### src/rtl/alu_sched.sv
// Round-robin arbiter and sequencer for the shared EX-stage ALU: two requesters,
// one transaction in flight, registered result returned over valid/ready.
`ifndef WORD_SIZE
`define WORD_SIZE 32
`endif

module alu_sched #(
  parameter int WORD_SIZE = `WORD_SIZE,
  parameter int MUL_LAT   = 3
) (
  input  logic                 clk,
  input  logic                 rst,
  input  logic [1:0]           req_valid,
  output logic [1:0]           req_ready,
  input  logic [WORD_SIZE-1:0] req_a0,
  input  logic [WORD_SIZE-1:0] req_b0,
  input  logic [2:0]           req_op0,
  input  logic [WORD_SIZE-1:0] req_a1,
  input  logic [WORD_SIZE-1:0] req_b1,
  input  logic [2:0]           req_op1,
  output logic [WORD_SIZE-1:0] alu_a,
  output logic [WORD_SIZE-1:0] alu_b,
  output logic [2:0]           alu_ctrl,
  input  logic [WORD_SIZE-1:0] alu_out,
  output logic [1:0]           resp_valid,
  input  logic [1:0]           resp_ready,
  output logic [WORD_SIZE-1:0] resp_data,
  output logic                 resp_err,
  output logic                 busy
);

  localparam logic [2:0] ADD_FUNCT3 = 3'b000;
  localparam logic [2:0] SUB_FUNCT3 = 3'b001;
  localparam logic [2:0] AND_FUNCT3 = 3'b010;
  localparam logic [2:0] OR_FUNCT3  = 3'b011;
  localparam logic [2:0] MUL_FUNCT3 = 3'b100;
  localparam logic [3:0] MUL_CNT    = 4'(MUL_LAT - 1);

  typedef enum logic [1:0] {IDLE, EXEC, CAPT, RESP} state_t;

  state_t               state, next_state;
  logic                 ptr;
  logic                 id;
  logic                 grant;
  logic [WORD_SIZE-1:0] a_q, b_q;
  logic [2:0]           op_q;
  logic [3:0]           cnt;
  logic [WORD_SIZE-1:0] sel_a, sel_b;
  logic [2:0]           sel_op;
  logic                 legal;

  // The pointer requester wins when valid; otherwise the other one is offered.
  always_comb begin
    grant  = req_valid[ptr] ? ptr : ~ptr;
    sel_a  = grant ? req_a1  : req_a0;
    sel_b  = grant ? req_b1  : req_b0;
    sel_op = grant ? req_op1 : req_op0;
  end

  assign legal = (op_q == ADD_FUNCT3) || (op_q == SUB_FUNCT3) || (op_q == MUL_FUNCT3) ||
                 (op_q == AND_FUNCT3) || (op_q == OR_FUNCT3);

  always_comb begin
    next_state = state;
    req_ready  = 2'b00;
    resp_valid = 2'b00;
    alu_a      = '0;
    alu_b      = '0;
    alu_ctrl   = ADD_FUNCT3;
    busy       = (state != IDLE);
    case (state)
      IDLE: begin
        if (|req_valid) begin
          next_state = EXEC;
          // Gated by rst so the accept strobe is dead while reset is held.
          req_ready  = rst ? 2'b00 : (grant ? 2'b10 : 2'b01);
        end
      end
      EXEC: begin
        alu_a    = a_q;
        alu_b    = b_q;
        alu_ctrl = op_q;
        if (cnt == 4'd0) next_state = CAPT;
      end
      CAPT: begin
        alu_a      = a_q;
        alu_b      = b_q;
        alu_ctrl   = op_q;
        next_state = RESP;
      end
      RESP: begin
        resp_valid = id ? 2'b10 : 2'b01;
        if (resp_ready[id]) next_state = IDLE;
      end
      default: next_state = IDLE;
    endcase
  end

  always_ff @(posedge clk or posedge rst) begin
    if (rst) begin
      state     <= IDLE;
      ptr       <= 1'b0;
      id        <= 1'b0;
      cnt       <= 4'd0;
      a_q       <= '0;
      b_q       <= '0;
      op_q      <= ADD_FUNCT3;
      resp_data <= '0;
      resp_err  <= 1'b0;
    end else begin
      state <= next_state;
      case (state)
        IDLE: begin
          if (|req_valid) begin
            a_q  <= sel_a;
            b_q  <= sel_b;
            op_q <= sel_op;
            id   <= grant;
            ptr  <= ~grant;
            cnt  <= (sel_op == MUL_FUNCT3) ? MUL_CNT : 4'd0;
          end
        end
        EXEC: begin
          if (cnt != 4'd0) cnt <= cnt - 4'd1;
        end
        CAPT: begin
          resp_data <= legal ? alu_out : '0;
          resp_err  <= ~legal;
        end
        default: ;
      endcase
    end
  end

endmodule

### config.mk
export PLATFORM = sky130hd
export DESIGN_NAME = alu_sched
export DESIGN_NICKNAME = d
export VERILOG_FILES = /design/src/rtl/alu_sched.sv
export SDC_FILE = /design/constraint.sdc
export NUM_CORES = 1
export LEC_CHECK = 0
export BUFFER_PORTS_ARGS = -buffer_cell sky130_fd_sc_hd__buf_2
export CAP_MARGIN = 5
export CELL_PAD_IN_SITES_DETAIL_PLACEMENT = 0
export CELL_PAD_IN_SITES_GLOBAL_PLACEMENT = 1
export CORE_ASPECT_RATIO = 0.9
export CORE_UTILIZATION = 31
export CTS_BUF_LIST = sky130_fd_sc_hd__clkbuf_8
export DETAILED_ROUTE_END_ITERATION = 7
export HOLD_SLACK_MARGIN = 0.02
export MAX_ROUTING_LAYER = met4
export PLACE_DENSITY = 0.91
export SYNTH_ARGS = -nofsm -noshare
export SYNTH_HDL_FRONTEND = slang
export SYNTH_SLANG_ARGS = --single-unit
export TNS_END_PERCENT = 50
### constraint.sdc
create_clock -name clk -period 3.1 [get_ports clk]
set_input_delay 0.155 -clock clk [delete_from_list [all_inputs] [get_ports clk]]
set_output_delay 0.155 -clock clk [all_outputs]
set_load 0.005 [all_outputs]
# Yosys cells after proc, flatten, opt, wreduce, memory -nomap -nowiden
# Cells that the tools add are included.
[totals]
wordCells = 68
regBits = 108
in_bits = 172
output_inout_bits = 105
[op_classes]
n_mux = 26
n_reduce_logical = 15
order_cmp = 2
eq_ne = 12
bitwise = 3
add_sub_neg = 1
[op_table]
columns = ["op", "n"]
rows = [
  ["$mux 32", 5],
  ["$mux 2", 10],
  ["$mux 4", 2],
  ["$ne 2x2->1 const B", 4],
  ["$pmux 2 s4", 1],
  ["$pmux 4 s2", 1],
  ["$eq 3x2->1 const B", 2],
  ["$eq 3x3->1 const B", 2],
  ["$mux 3", 2],
  ["$reduce_and 3->1", 2],
  ["$mux 1", 5],
  ["$eq 2x2->1 const B", 2],
  ["$logic_not 4->1", 1],
  ["$logic_or 1x1->1", 4],
  ["$lt 1x2->1 const B", 2],
  ["$reduce_bool 2->1", 2],
  ["$reduce_bool 4->1", 1],
  ["$reduce_or 2->1", 2],
  ["$sub 4x1->4 const B", 1],
  ["$eq 3x1->1 const B", 1],
  ["$logic_not 3->1", 1],
  ["$not 1->1", 3],
  ["$eq 2x1->1 const B", 1],
  ["$logic_not 2->1", 1],
  ["$reduce_and 2->1", 1],
]

# Depth between registers and ports, before layout
[logic_depth]
word_depth = 8
ltp_mapped = 8
mapped_depth_nobuf = 6

# Worst setup path after synthesis
# Ideal clock, no wire load.
[synth_timing]
kind = "register -> output"
from = "reg state[0]"
to = "out req_ready[0]"
required_ns = 2.945
arrival_ns = 1.507
path_slack_ns = 1.438
n_path_buf = 3
path_stages_with_launch = 8
cell_sequence = "dfrtp_1 inv_1 ha_1 o21ai_2 buf_2 buf_2 buf_4 nor3b_1"
[synth_via]
elab_chain_cells = 2
[synth_lines]
columns = ["element", "line", "rtl"]
rows = [
  ["from (decl)", "41", "state_t state, next_state;"],
  ["from (signal assigned)", "111", "state <= next_state;"],
  ["$logic_not 2->1", "71", "case (state)"],
  ["$mux 2", "71", ""],
  ["to (decl)", "14", "output logic [1:0] req_ready,"],
]
# Every way passes these cells.

# Final worst setup path
[layout_timing]
from = "reg state[0]"
to = "out alu_ctrl[2]"
[layout_via]
elab_chain_cells = 3
elab_cells_between_ends = 4
classes_between = "eq/ne (2); mux (1); reduce/logical (1)"
[layout_lines]
columns = ["element", "line", "rtl"]
rows = [
  ["$eq 2x1->1 / $eq 2x2->1 (equally long branches)", "71", ""],
  ["$reduce_or 2->1 (no source line) (*)", "-", ""],
  ["$mux 3 (*)", "71", ""],
  ["to (decl)", "23", "output logic [2:0] alu_ctrl,"],
]
# Every way passes the cells marked *; elsewhere a longest branch is shown, timed or not.

==> results.cfg <==
[synth]
synth_cell_types = 31
ys_seq_area_frac = 0.498
synth_fp_nets = 748
ys_seq_elements = 108
synth.cell_area_mm2 = 0.00542
synthCells = 570
avgSynthCellArea_um2 = 9.52
yosys_warnings = 0

[sta]
finalCriticalPeriod_ns = 2.53
hold_viol_final = 0
finalSetupTns_ns = 0
relSlewSlack = 0.270
finalSetupViolations = 0
clock.fmax_mhz = 395
whs_ns = 0.0486
grt_setup_unrepaired = no
maxSlewViolCount = 0
tightest_slew_ns = 1.09
skew_ns = 0.00704
min_period_over_period = 0.816

[die]
rows = 45
pin_count = 277
die_h_um = 127
die_w_um = 141
dieArea_mm2 = 0.0180
coreArea_mm2 = 0.0170
start_util = 0.319

[place]
dp_hpwl_um = 10100
io_buffers = 276
place_inst = 1050
place.gp.congestion = 0.740

[layout]
nets = 1038
drive_gt1_frac = 0.356
final_cell_mix = buf_2, dfrtp_1, nand2_1
area_delta_synth_final_pct = 38.6
final_common_cell = buf_2
stdcell_count = 1100
n_antenna_cell = 0

[drt]
drtIter0Drc = 161
dr.pass1.iters = 4
ant_nets = 0
viasPerCell = 4.40
drc = 0
wl_um = 14800
num_vias = 4839
drt-wirelength-per-cell_um = 13.5

[power_and_ir_drop]
pwr-share-seq = 0.361
pwr-share-clk = 0.131
intPower_uw = 4020
finalPower_uw = 6750
swShare = 0.404
cellLeakagePower_uw = 0.00404
p_comb_frac = 0.508
p_per_area_mw_per_mm2 = 898
peakVddDrop_mv = 0.436
power.switching_uw = 2730

[grt]
grt_util_all_layers = 0.170
grt_pass1_wl_um = 23100
overflow = 0
antenna_found_initial = 0
grt_pass1_vias = 4707
grt_start_max_net_pins = 69

[setup_path]
critPathKind = reg2out
worstPathRequired_ns = 2.94
startpoint_type = flip-flop
path_max_fanout = 68
worst_setup_path_end_kind = output pin
critPathArrivalTime_ns = 2.38

[hold_path]
hold_class = in2reg

[clock_tree]
cts_sinks = 108
root_buffer = clkbuf_8
clock_latency_ns = 0.38
cts_setup_buffers = 0
htreeDepth = 3
ctsHoldBuffers = 34
cts_tree = done
clockBufferDepth = 2
clk_pin_slew_ns = 0.10
cts-resized-gates = 0
cts_buffers = 9

[run]
maxCapViolCount = 0

[outcome]
status = complete, no violations
==> final timing paths <==
| check | slack [ns] | from | cells after the start | to |
|---|---|---|---|---|
| hold reg to reg | 0.48 | b_q[2]$_DFFE_PP0P_ | 2 | b_q[2]$_DFFE_PP0P_ |
| setup / recovery | 0.57 | state[0]$_DFFE_PP0P_ | 4 | alu_ctrl[2] |
| hold / removal | 0.05 | req_b1[5] | 3 | b_q[5]$_DFFE_PP0P_ |
| min in group asynchronous | 0.41 | rst | 3 | b_q[2]$_DFFE_PP0P_ |
| max in group asynchronous | 1.94 | rst | 4 | a_q[23]$_DFFE_PP0P_ |
| setup reg to reg | 1.19 | state[0]$_DFFE_PP0P_ | 5 | a_q[11]$_DFFE_PP0P_ |
==> cells by family after synthesis <==
logic type,synth area share
AOI/OAI and AO/OA,0.113
adders and majority gates,0.0138
buffers and inverters,0.0694
DFF,0.498
muxes,0.133
and+or+nand+nor,0.173
==> metrics by stage <==
| stage | setup slack (ns) | util | instance area [um2] |
|---|---|---|---|
| CTS | 0.493 | 0.442 | 7520 |
| global placement | 0.982 | 0.410 | 6970 |
| global route | 0.408 | 0.442 | 7520 |
| floorplan | 0.0994 | - | 5420 |
| finish | 0.570 | 0.442 | 7520 |
| detailed placement | 0.934 | 0.410 | 6970 |
==> layer usage <==
| metal | share of wire | track usage | vias up |
|---|---|---|---|
| li1 | - | - | 2439 |
| met1 | 0.44 | 0.198 | 2161 |
| met2 | 0.46 | 0.287 | 223 |
| met3 | 0.071 | 0.0416 | 16 |
| met4 | 0.020 | 0.0595 | 0 |
| met5 | 0 | - | - |
==> state kept, by name, indices dropped and copies added (netlist names) <==
register   count
op_q           3
ptr            1
a_q           32
id             1
state          2
b_q           32
resp_data     32
cnt            4
resp_err       1
==> synth_stat cells (all sizes together) <==
cell type	instances	area share
ha	6	0.014
or3b	2	0.0037
o22ai	1	0.0012
inv	39	0.027
o21ai	106	0.099
a221o	1	0.0018
o311ai	1	0.0016
nor3b	3	0.0042
mux2i	71	0.13
nand2	105	0.073
nor2	6	0.0042
buf	15	0.027
dfrtp	108	0.50
and2	70	0.081
o32a	1	0.0018
mux2	1	0.0021
nand3	3	0.0028
a22o	3	0.0051
clkbuf	23	0.016
nor2b	1	0.0012
or3	1	0.0014
nor3	2	0.0018
a221oi	1	0.0028
==> power groups by stage <==
| stage | logic, uW | registers (uW) | clock network [uW] |
|---|---|---|---|
| global route | 3870 | 2520 | 983 |
| CTS | 3480 | 2440 | 934 |
| detailed placement | 3440 | 2460 | 0 |
| floorplan | 2160 | 2390 | 0 |
| finish | 3430 | 2430 | 883 |
| global placement | 3370 | 2460 | 0 |
==> layout make-up <==
class	instances	area, um2
sequential	108	2700
clock inverter	4	40.0
fill	1648	9490
tap	235	294
timing repair buffer	317	1800
clock buffer	12	165
multi-input combinational	385	2370
inverter	39	149
==> critical path, stage by stage (launching register included) <==
cell and delay [ns]:
dfrtp_1 0.41, inv_1 0.09, ha_2 1.06, and2_1 0.31, buf_2 0.14
Note: power is estimated with default switching activity, not from simulation.
